===== config.mk =====
export PLATFORM = sky130hd
export DESIGN_NAME = word_banner_ctrl
export DESIGN_NICKNAME = d
export VERILOG_FILES = /design/src/rtl/word_banner_ctrl.sv
export SDC_FILE = /design/constraint.sdc
export NUM_CORES = 1
export LEC_CHECK = 0
export CAP_MARGIN = 20
export CORE_ASPECT_RATIO = 1.5
export CORE_MARGIN = 2
export CORE_UTILIZATION = 51
export CTS_CLUSTER_SIZE = 16
export DETAILED_ROUTE_END_ITERATION = 10
export PLACE_DENSITY_LB_ADDON = 0.25
export SYNTH_ARGS = -nofsm -noshare
export SYNTH_HDL_FRONTEND = slang
export SYNTH_SLANG_ARGS = --single-unit

===== constraint.sdc =====
create_clock -name clk -period 3.05 [get_ports clk]
set_clock_uncertainty 0.1 [all_clocks]
set_input_delay 0.305 -clock clk [delete_from_list [all_inputs] [get_ports clk]]
set_output_delay 0.305 -clock clk [all_outputs]
set_load 0.03 [all_outputs]

===== src/rtl/word_banner_ctrl.sv =====
// Text banner sequencer: fetches one word-bitmap ROM row per scan line, shifts it out
// one bit per (scaled) pixel, and gates it through a frame-synchronous show/blink FSM.
module word_banner_ctrl #(
    parameter int X0           = 240,
    parameter int Y0           = 224,
    parameter int SCALE_LOG2   = 0,
    parameter int BLINK_FRAMES = 30
) (
    input  logic         clk,
    input  logic         reset_n,
    input  logic         pixel_tick,
    input  logic [9:0]   pixel_x,
    input  logic [9:0]   pixel_y,
    input  logic         video_on,
    input  logic         show,
    input  logic         blink,
    output logic [4:0]   rom_addr,
    input  logic [159:0] rom_data,
    output logic         banner_pixel,
    output logic         banner_region
);

    localparam int         S         = 1 << SCALE_LOG2;
    localparam logic [10:0] X_LO     = 11'(X0);
    localparam logic [10:0] X_HI     = 11'(X0 + 160 * S);
    localparam logic [10:0] Y_LO     = 11'(Y0);
    localparam logic [10:0] Y_HI     = 11'(Y0 + 32 * S);
    localparam logic [10:0] X_ADDR   = 11'(X0 - 2);
    localparam logic [10:0] X_LOAD   = 11'(X0 - 1);
    localparam logic [1:0]  SUB_LAST = 2'(S - 1);
    localparam logic [7:0]  COL_END  = 8'd160;
    localparam logic [5:0]  FCNT_LAST = 6'(BLINK_FRAMES - 1);

    typedef enum logic [1:0] {
        ST_OFF,
        ST_ON,
        ST_BLINK_HI,
        ST_BLINK_LO
    } state_t;

    state_t         state_q, state_d;
    logic [5:0]     fcnt_q, fcnt_d;
    logic [4:0]     rom_addr_q, rom_addr_d;
    logic [159:0]   line_buf_q, line_buf_d;
    logic [7:0]     col_q, col_d;
    logic [1:0]     sub_q, sub_d;

    logic [10:0]    px, py, y_off;
    logic [4:0]     row_idx;
    logic           v_in, h_in, frame_strobe, vis, buf_bit;

    assign px           = {1'b0, pixel_x};
    assign py           = {1'b0, pixel_y};
    assign v_in         = (py >= Y_LO) && (py < Y_HI);
    assign h_in         = (px >= X_LO) && (px < X_HI);
    assign y_off        = py - Y_LO;
    assign row_idx      = 5'(y_off >> SCALE_LOG2);
    assign frame_strobe = pixel_tick && (pixel_x == 10'd0) && (pixel_y == 10'd0);

    assign banner_region = v_in && h_in && video_on;
    // Saturated col (>=160) reads blank, which also blanks a line cut short by reset.
    assign buf_bit       = (col_q < COL_END) ? line_buf_q[col_q] : 1'b0;
    assign banner_pixel  = buf_bit && banner_region && vis;
    assign rom_addr      = rom_addr_q;

    always_comb begin
        rom_addr_d = rom_addr_q;
        line_buf_d = line_buf_q;
        col_d      = col_q;
        sub_d      = sub_q;
        if (pixel_tick && v_in) begin
            if (px == X_ADDR) begin
                rom_addr_d = row_idx;
            end
            if (px == X_LOAD) begin
                line_buf_d = rom_data;
                col_d      = 8'd0;
                sub_d      = 2'd0;
            end
            if (h_in) begin
                if (sub_q == SUB_LAST) begin
                    sub_d = 2'd0;
                    if (col_q < COL_END) begin
                        col_d = col_q + 8'd1;
                    end
                end else begin
                    sub_d = sub_q + 2'd1;
                end
            end
        end
    end

    // Visibility only changes on the frame strobe so a frame is never half drawn.
    always_comb begin
        state_d = state_q;
        fcnt_d  = fcnt_q;
        vis     = (state_q == ST_ON) || (state_q == ST_BLINK_HI);
        if (frame_strobe) begin
            case (state_q)
                ST_OFF: begin
                    fcnt_d = 6'd0;
                    if (show) begin
                        state_d = blink ? ST_BLINK_HI : ST_ON;
                    end
                end
                ST_ON: begin
                    fcnt_d = 6'd0;
                    if (!show) begin
                        state_d = ST_OFF;
                    end else if (blink) begin
                        state_d = ST_BLINK_HI;
                    end
                end
                ST_BLINK_HI, ST_BLINK_LO: begin
                    if (!show) begin
                        state_d = ST_OFF;
                        fcnt_d  = 6'd0;
                    end else if (!blink) begin
                        state_d = ST_ON;
                        fcnt_d  = 6'd0;
                    end else if (fcnt_q == FCNT_LAST) begin
                        state_d = (state_q == ST_BLINK_HI) ? ST_BLINK_LO : ST_BLINK_HI;
                        fcnt_d  = 6'd0;
                    end else begin
                        fcnt_d = fcnt_q + 6'd1;
                    end
                end
                default: begin
                    state_d = ST_OFF;
                    fcnt_d  = 6'd0;
                end
            endcase
        end
    end

    always_ff @(posedge clk or negedge reset_n) begin
        if (!reset_n) begin
            state_q    <= ST_OFF;
            fcnt_q     <= 6'd0;
            rom_addr_q <= 5'd0;
            line_buf_q <= '0;
            col_q      <= COL_END;
            sub_q      <= 2'd0;
        end else begin
            state_q    <= state_d;
            fcnt_q     <= fcnt_d;
            rom_addr_q <= rom_addr_d;
            line_buf_q <= line_buf_d;
            col_q      <= col_d;
            sub_q      <= sub_d;
        end
    end

endmodule


==> flow_results.org, run 1 <==
** Critical path
- Worst endpoint required time :: 2640 ps
- The number of cells on the worst reg-to-reg path is 7.
- The worst register-to-register path ends at state_q[1].
- Minimum setup slack among reg-to-reg paths :: 830 ps
- Critical path launch point type :: flip-flop
- At the worst endpoint, the arrival time is 2720 ps.
- The largest single stage delay on the critical path is 530 ps.
- Among all stages on the critical path, the largest delay is contributed by mux4_2.
- CP Class :: flip-flop to output pin
- The worst register-to-register path begins at fcnt_q[1].
- Cell breakdown of the critical path :: buf_12, mux4_2, mux4_2, nor2_4, nor4bb_4, a31oi_1, a31oi_1, buf_4
- STA classifies the critical path endpoint as an output pin.
- Cell type group with the largest total delay on the critical path :: multiplexers
- The critical path contains buffers and inverters numbering 2 combined.
- Of all nets on the critical path, the largest fanout is 5.

** Routing
- Detailed-route wire length per cell :: 20.2 um
- In the routed layout, each cell is associated on average with a via count of 5.75.
- The routed layout has 5,927 vias.
- Number of remaining DRC errors :: 0
- Violation count after the first detailed-route iteration :: 273
- Post-route ant nets :: 0
- Routed Wire Length :: 20,800 um
- Router iterations before antenna repair :: 4

** Power and ir drop
- Proportion of power drawn by the clock network :: 43.1%
- Sequential cells account for 48.2% of the total power.
- Of the total power, combinational logic draws 8.6%.
- IR drop worst, VDD :: 0.414 mV
- Static leakage :: 5.41 nW
- In this run the power density over the cells is 434 mW/mm2.
- Fraction of power spent switching nets :: 22.8%
- Cell Int Power :: 3.90 mW
- Net Switching :: 1.15 mW
- The completed layout was analyzed and its total power is 5.05 mW.

** STA
- The worst pin sits at a relative slew slack of 53.3%.
- Final hold violation count :: 0
- Max-slew violation total from the final report :: 0
- Timing would allow up to 0.320 GHz.
- Final period util :: 102%
- Setup repair after global routing could not meet its margin everywhere.
- Setup total negative slack on the finished layout was measured at -74.9 ps.
- Final hold analysis gives a worst-case slack of 286 ps.
- Final-report setup violation count :: 1
- For the pin with the worst max-slew slack, the measured transition is 692 ps.
- In the post-route analysis, the smallest setup slack over all paths is -74.9 ps.
- The smallest clock period supported by the final layout is computed as 3120 ps.

** Floorplan
- In this run the horizontal extent of the chip is 111 um.
- Num ports :: 193
- Core Rows :: 58
- Starting utilization of the core area :: 52.3%
- In this run the standard cell core region covers 0.0168 mm2.
- Area enclosed by the die boundary :: 0.0183 mm2
- From bottom edge to top edge, the die measures 165 um.

** Hold path
- Worst min path class :: input port to asynchronous set/reset pin

** Global routing
- Pin count of the biggest net entering global routing :: 60
- Via count of the first global-routing pass :: 6,498
- The number of antenna violations at the first check in global routing came to 0.
- Across every metal layer, demand over resource in global routing totals 23.4%.
- The first global-routing pass estimated 33,800 um of wire.
- For this run the aggregate overflow at the end of global routing stands at 0.

** Logic synthesis
- The cell area that synthesis handed to floorplanning was 0.00880 mm2.
- In this run the biggest area consumer among cell types represents 51.5% of the synthesized area.
- Average instance area after synthesis :: 14.5 um2
- Register bit total from synthesis :: 183
- For this run, the number of Yosys warnings is 0.
- Async SR Flop Fraction :: 100%
- Cell taking the most area after synthesis :: dfrtp_1
- Summing the sequential cell areas from Yosys gives 52.1% of the chip area.
- Net count of the mapped netlist :: 804
- Most instantiated flip-flop cell in the synthesis netlist :: dfrtp_1
- Leading post-synthesis cells by cell area :: dfrtp_1 (51%), mux2_2 (12%), mux2_1 (10%), mux4_2 (5.6%), mux4_1 (3.6%)
- Counting distinct cell types in the post-synthesis netlist gives 54.
- The synthesized design contains 0 enable-type register cells.
- After technology mapping, the gate count stands at 608.

** Final layout
- Summed area of non-filler cells in the final layout :: 0.0116 mm2
- Area Overhead vs Synth :: 32.3%
- In the final layout, the share of cells above drive strength 1 is 23.4%.
- Number of standard cells in the final layout excluding fillers :: 1,031
- ANT cells :: 0
- The final layout contains 1,004 nets.

** Placement
- After legalization and detailed placement, the total HPWL measured 15,500 um.
- Counting tap cells, the placed design contains a total of 993 instances.
- Placement Cell Area :: 0.0109 mm2
- RD Place Congestion :: 0.857
- Port buffering added 192 buffers.

** Run status
- The final reports fail on negative setup slack.
- The run finished, with violations left.

** Clocking
- TritonCTS Buffers :: 17
- The clock net in this run drives a total of 183 sinks.
- Source-to-sink clock delay at the later pin of the worst-skew pair :: 420 ps
- Post-CTS clock slew at the launch and capture registers of the worst setup and hold paths :: 70 ps
- TritonCTS built the clock tree.
- Buffer levels on the longest clock path :: 2
- The H-tree generated during clock tree synthesis spans 4 levels.
- Library cell used as clock root buffer :: clkbuf_16

** Flow run
- Max-cap violations in this run came to 0.
per-layer routing:
layer	up-vias	global-route usage (%)	wire (um)
met4	0	7.46	409
met2	180	42.7	11500
li1	2672	-	-
met5	-	0	0
met3	25	4.00	752
met1	3050	28.5	8110
through the flow:
stage / setup slack [ps] / utilization (%)
floorplan: 229 / -
global placement: 233 / 64.9
detailed placement: 180 / 64.9
CTS: -74.7 / 69.0
global route: -170 / 69.1
finish: -74.9 / 69.1
kinds of logic (layout without fill, tap and decap cells):
| group | count (synthesis) | count (layout) | synth area share [%] |
|---|---|---|---|
| simple gates | 85 | 85 | 4.99 |
| buf+inv | 41 | 254 | 3.30 |
| mux | 223 | 223 | 33.2 |
| xor+xnor | 1 | 1 | 0.0996 |
| compound gates | 65 | 65 | 4.95 |
| fa+ha+maj | 10 | 10 | 1.42 |
| flops | 183 | 183 | 52.1 |
worst max-delay path by stage:
stage	startpoint	endpoint	depth (start not counted)
after floorplan	pixel_x[5]	banner_pixel	5
after global placement	col_q[0]	banner_pixel	7
after detailed placement	col_q[0]	banner_pixel	7
after CTS	col_q[0]	banner_pixel	8
after global routing	col_q[0]	banner_pixel	8
final	col_q[0]	banner_pixel	8
state kept, by name (all words and copies together) (netlist names):
name and count:
line_buf_q 160, fcnt_q 6, state_q 2, col_q 8, sub_q 2, rom_addr 5
synth_stat cells (5+ instances only):
library cell	instances
dfrtp_1	181
mux2_2	93
mux2_1	78
nand2_1	25
mux4_2	22
o21ai_0	20
mux2i_1	18
buf_6	12
mux4_1	12
nor2_1	12
nand3_1	11
ha_1	10
a21oi_1	8
buf_1	8
inv_1	7
nor2b_1	7
o31ai_1	7
buf_2	6
clkbuf_1	5
nor3_1	5
power groups by stage:
stage          Combinational (mW)  Clock [mW]  Sequential, mW
6_report                    0.436        2.18            2.43
5_1_grt                     0.469        2.34            2.43
4_1_cts                     0.443        2.23            2.43
3_5_place_dp                0.407           0            2.49
3_3_place_gp                0.398           0            2.49
2_1_floorplan              0.0995           0            2.48
timing repair:
action | CTS | global route
pin swaps | 2 | 4
endpoints found under the hold margin | 45 | 0
setup buffers | 5 | 0
resized for setup | 12 | 6
hold buffers | 1 | 0
endpoints found under the setup margin | 1 | 1
cell usage in the layout, fill, tap and decap left out, drive strengths merged, types with 3 or more instances in the layout:
cell type      netlist  layout
o21ai               20      20
nor3                 5       5
a221oi               4       4
nor4                 4       4
or3                  3       3
nand3               11      11
mux4                34      34
a31oi                3       3
ha                  10      10
clkbuf               5      18
a21oi                8       8
o31ai                7       7
mux2               171     171
nand2               26      26
inv                  7      13
o22ai                3       3
mux2i               18      18
dfrtp              181     181
clkinv               0       6
o311ai               3       3
buf                 29      24
clkdlybuf4s50        0     190
nor2b                8       8
nand2b               4       4
nor2                12      12
area by class of cell:
class	count	area [um2]
fill	1198	5200
sequential	183	4590
multi-input combinational	384	3960
timing repair buffer	215	2200
clock buffer	18	439
tap	210	263
clock inverter	14	161
inverter	7	26.3
No activity file was read; power rests on OpenSTA's default activity.
==> run 2: changes to the inputs <==
Settings changed: GPL_ROUTABILITY_DRIVEN set to 1.
==> results of run 2 <==
Same layout as run 1: the final DEF is identical, and so are final timing and power.
